### config.mk
export PLATFORM = sky130hd
export DESIGN_NAME = sr_control
export DESIGN_NICKNAME = d
export VERILOG_FILES = /design/src/rtl/sr_control.sv
export SDC_FILE = /design/constraint.sdc
export NUM_CORES = 1
export LEC_CHECK = 0
export CAP_MARGIN = 20
export CORE_MARGIN = 2
export CORE_UTILIZATION = 46
export DETAILED_ROUTE_END_ITERATION = 10
export GPL_TIMING_DRIVEN = 0
export PLACE_DENSITY = 0.76
export SYNTH_ARGS = -nofsm -noshare
export SYNTH_HDL_FRONTEND = slang
export SYNTH_SLANG_ARGS = --single-unit
### constraint.sdc
create_clock -name clk -period 2.5 [get_ports clk]
set_input_delay 0.5 -clock clk [delete_from_list [all_inputs] [get_ports clk]]
set_output_delay 0.5 -clock clk [all_outputs]
set_load 0.1 [all_outputs]
### src/rtl/sr_control.sv
// -----------------------------------------------------------------------------
// sr_control
//   Serial-load controller for a chip configuration shift register.
//
//   A rising edge on start captures the WIDTH-bit word on din into a shadow
//   register. The word is then shifted out on din_sr at one bit per clock.
//   After the final bit, load_sr pulses for one clock so the chip latches the
//   data. A transaction takes WIDTH+1 clocks from the start edge to load_sr
//   falling. Start edges that arrive while a transaction is running are dropped.
//
//   Build option (macro SR_LSB_FIRST_EN):
//     undefined : bits are serialized MSB first (default)
//     defined   : bits are serialized LSB first
//   Counts and load_sr timing are the same in both builds.
//
// Parameters:
//   WIDTH   configuration bits per transaction, 1..255 (fits the 8-bit count)
//
// Ports:
//   clk      in   system clock, rising edge
//   rst      in   asynchronous reset, active low
//   din      in   [WIDTH] parallel configuration word, sampled on the start edge
//   start    in   transaction request, rising-edge detected
//   count    out  [8] bits presented on din_sr in the current or last transaction
//   din_sr   out  serial data to the chip shift register
//   load_sr  out  one-clock load strobe after the final bit
// -----------------------------------------------------------------------------
module sr_control #(
  parameter int WIDTH = 170
) (
  input  logic             clk,
  input  logic             rst,
  input  logic [WIDTH-1:0] din,
  input  logic             start,
  output logic [7:0]       count,
  output logic             din_sr,
  output logic             load_sr
);

  typedef enum logic [1:0] {
    IDLE  = 2'd0,
    SHIFT = 2'd1,
    LOAD  = 2'd2
  } state_t;

  state_t           state;
  state_t           state_nxt;
  logic [WIDTH-1:0] shadow;
  logic [WIDTH-1:0] shadow_nxt;
  logic [WIDTH-1:0] shadow_shifted;
  logic             start_q;
  logic             start_edge;
  logic [7:0]       count_nxt;
  logic             din_sr_nxt;
  logic             load_sr_nxt;
  logic             capture_bit;

  assign start_edge = start & ~start_q;

  // The next serial bit is selected by shifting it down to bit 0. This avoids
  // a variable-width index into the shadow word.
`ifdef SR_LSB_FIRST_EN
  assign shadow_shifted = shadow >> count;
  assign capture_bit    = din[0];
`else
  assign shadow_shifted = shadow >> (8'(WIDTH - 1) - count);
  assign capture_bit    = din[WIDTH-1];
`endif

  // Next-state and registered-output logic
  always_comb begin
    // NOTE: every signal driven here gets a default first, so no path through
    // the case statement can leave a value unassigned and infer a latch.
    state_nxt   = state;
    shadow_nxt  = shadow;
    count_nxt   = count;
    din_sr_nxt  = 1'b0;
    load_sr_nxt = 1'b0;

    unique case (state)
      IDLE: begin
        if (start_edge) begin
          shadow_nxt = din;
          din_sr_nxt = capture_bit;
          count_nxt  = 8'd1;
          state_nxt  = SHIFT;
        end
      end

      SHIFT: begin
        if (count < 8'(WIDTH)) begin
          din_sr_nxt = shadow_shifted[0];
          count_nxt  = count + 8'd1;
        end else begin
          // All WIDTH bits are out. Strobe load for one clock. The count holds
          // at WIDTH until the next transaction starts.
          load_sr_nxt = 1'b1;
          state_nxt   = LOAD;
        end
      end

      LOAD: begin
        state_nxt = IDLE;
      end

      default: begin
        state_nxt = IDLE;
      end
    endcase
  end

  // State and output registers
  always_ff @(posedge clk or negedge rst) begin
    if (!rst) begin
      state   <= IDLE;
      // NOTE: the shadow word is reset as well. The wide flop bank then never
      // holds an undefined value before the first capture.
      shadow  <= '0;
      start_q <= 1'b0;
      count   <= 8'd0;
      din_sr  <= 1'b0;
      load_sr <= 1'b0;
    end else begin
      // NOTE: non-blocking assignments make all registers update together from
      // the values present before the edge.
      state   <= state_nxt;
      shadow  <= shadow_nxt;
      start_q <= start;
      count   <= count_nxt;
      din_sr  <= din_sr_nxt;
      load_sr <= load_sr_nxt;
    end
  end

endmodule

==> results.py <==
metrics = {
    "sta": {
        "rsz0062_at_grt": "true",
        "slew_viol_final": 0,
        "hold_viol_final": 0,
        "hold-worst-slack_ps": 84.8,
        "fin_crit_ps": 2490,
        "worstMarginPinSlew_ps": 968,
        "setup_viol": 0,
        "fmax_ghz": 0.402,
        "finClkSkew_ps": 8.08,
        "period_share": 0.996,
        "maxSlewHeadroom": 0.353,
    },
    "global_route": {
        "overflow": 0,
        "use_met3": 0.0350,
        "grt_pass1_vias": 6203,
        "top_usage_layer": "met2",
        "antenna_found_initial": 1,
        "grt_first_pass_wirelength_mm": 33.9,
        "grt_util_met1": 0.297,
        "grtUsageTotal": 0.226,
        "grt_max_degree": 95,
        "grt_util_met2": 0.385,
    },
    "critical_path": {
        "cp_max_fo": 5,
        "crit_family": "compound AO/OA/AOI/OAI gates",
        "max_stage_delay_ps": 510,
        "ff2ff_path_depth": 11,
        "path_class": "reg2reg",
        "slowest_stage": "dfrtp_4",
        "cp_num_buf_inv": 3,
        "crit_cells": 11,
        "worst_ep_arrival_time_ps": 2820,
        "end_kind": "flop",
        "reg2reg_slack_ps": 10,
        "start_kind": "flop",
        "cp_cell_sequence": "buf_12 -> inv_16 -> ha_4 -> buf_12 -> mux2i_1 -> a22oi_1 -> nand4_1 -> a21oi_1 -> nor3_1 -> a221o_1 -> a221oi_2",
        "crit_top_cell": "buf_12",
        "cp_data_required_time_ps": 2830,
    },
    "synth": {
        "synth_largest_area_cell": "dfrtp_1",
        "synth_edf_count": 0,
        "synthDistinctLibCells": 48,
        "avgSynthCellArea_um2": 15.3,
        "synth-seq-cells": 183,
        "synth.top_cell.area_share": 0.533,
        "synth_nets": 739,
        "synthArstFlopShare": 1.00,
        "synth_ff_type": "dfrtp_1",
        "mappedNetlistArea_mm2": 0.00859,
        "synth_cells": 563,
        "netlist_top_cells_area": "dfrtp_1, mux2_2, mux4_1",
        "seq_area_frac_synth": 0.533,
        "yosysWarnings": 0,
    },
    "floorplanning": {
        "io_pins": 183,
        "core_area_mm2": 0.0181,
        "dieHeight_um": 141,
        "num_rows": 49,
        "start_util": 0.473,
        "dieArea_mm2": 0.0198,
        "die_w_um": 141,
    },
    "power": {
        "p_per_area_mw_per_mm2": 1330,
        "finalPower_w": 0.0154,
        "power.leakage_nw": 4.85,
        "peakVddDrop_mv": 0.648,
    },
    "layout": {
        "multi_input_area_mm2": 0.00380,
        "nNetsFinal": 954,
        "n_fill_cell": 1311,
        "drive_gt1_frac": 0.362,
        "area_growth_pct": 35.2,
        "layout_common_cells": "dfrtp_1, clkdlybuf4s50_1, mux2_2, nand2_1, mux4_1",
        "mostFrequentLayoutCell": "dfrtp_1",
        "postLayoutCellArea_mm2": 0.0116,
        "postLayoutCoreUtil": 0.640,
        "seq_area_mm2": 0.00459,
    },
    "placed_design": {
        "postPlaceCellArea_mm2": 0.0108,
        "dp_hpwl_mm": 15.8,
        "place_congestion": 0.845,
        "io_buffer_count": 182,
    },
    "detailed_routing": {
        "routedWlPerCell_um": 21.0,
        "vias_per_cell": 5.52,
        "ant_nets": 0,
        "first_iter_violations": 332,
        "first_pass_iters": 4,
        "totalWireLength_mm": 21.4,
        "drcViolationCount": 0,
        "num_vias": 5641,
    },
    "clock_tree": {
        "cts.clk_slew.worst_paths_ps": 70,
        "cts.sinks": 183,
        "root_buffer": "clkbuf_16",
        "insertion_delay_ps": 420,
        "hold_buffers": 0,
        "cts_inserted_buffers": 17,
        "h-tree-depth": 4,
        "cts_tree": "yes",
        "clockBufferDepth": 2,
    },
    "run_status": {
        "status": "complete, no violations",
    },
    "min_path": {
        "hold_class": "in2async",
    },
    "run": {
        "drv_cap": 0,
    },
}
[power by group]
group / internal, W / total (W) / switching (W)
clock: 0.00172 / 0.00288 / 0.00116
sequential: 0.00444 / 0.00520 / 0.000760
combinational: 0.00401 / 0.00735 / 0.00334
total: 0.0102 / 0.0154 / 0.00527
[timing repair]
item | in CTS | in global routing
hold endpoints to repair | 0 | 0
cloned | 0 | 1
setup buffers | 9 | 4
endpoints found under the setup margin | 119 | 80
pin swaps | 6 | 7
gates resized for setup | 22 | 5
[per-stage QoR]
step	setup WS (ps)	cells	setup TNS (ps)
after floorplan	-113	563	-113
after global placement	-7270	974	-1176920
after detailed placement	-721	975	-75180
after CTS	-98.2	1016	-98.2
after global routing	-93.7	1021	-110
final	9.86	1021	0
[cells in the mapped netlist, types with 2 or more instances]
cell type  instances
dfrtp_1          183
mux2_2           170
nand2_1           26
mux4_1            20
mux4_2            19
buf_2             17
mux2i_1           13
nand3_1           11
nor2_1            10
clkbuf_1           9
xnor2_1            6
nand4_1            5
nor2b_1            5
a21oi_1            4
a31oi_1            4
and3_1             4
buf_6              4
inv_1              4
nor3_1             4
o21a_1             4
buf_12             3
ha_1               3
o2111ai_1          3
o21ai_0            3
and2b_2            2
buf_1              2
buf_4              2
o211ai_1           2
xor2_1             2
[worst register-to-register path, delay by kind of cell, from the launching register on]
family / cells / cell delay, ps
buf+inv: 3 / 350
flops: 1 / 510
mux: 1 / 120
simple gates: 2 / 240
compound gates: 4 / 970
fa+ha+maj: 1 / 220
[path summary, 6_finish.rpt]
kind                       startpoint     endpoint
min reg2reg                shadow[74]   shadow[74]
min                               rst   shadow[31]
max reg2reg                  count[1]       din_sr
max in group asynchronous         rst  shadow[129]
max                          count[1]       din_sr
min in group clk           shadow[74]   shadow[74]
[layout make-up]
class / instances / share of cell area
inverters: 5 / 0.00302
flip-flops and latches: 183 / 0.395
repair buffers: 197 / 0.170
well taps: 229 / 0.0247
clock buffers: 19 / 0.0381
diodes: 1 / 0.000216
clock inverters: 13 / 0.0167
multi-input cells: 338 / 0.327
plain buffers: 36 / 0.0252
[routing by layer]
| metal | vias to the layer above | part of all wire |
|---|---|---|
| met5 | - | 0 |
| met4 | 0 | 0.026 |
| met3 | 35 | 0.043 |
| met2 | 168 | 0.51 |
| met1 | 2906 | 0.42 |
| li1 | 2532 | - |
[registers in the layout, summed over array words and instances (netlist names)]
register	cells
shadow	170
count	8
state	2
din_sr	1
load_sr	1
start_q	1
[kinds of logic after synthesis]
kind of cell,Yosys count,synth area share
fa+ha+maj,3,0.00437
xor+xnor,10,0.0133
buf+inv,42,0.0309
compound gates,31,0.0275
mux,222,0.349
flops,183,0.533
simple gates,72,0.0415
Power figures use the tool's default switching activity.
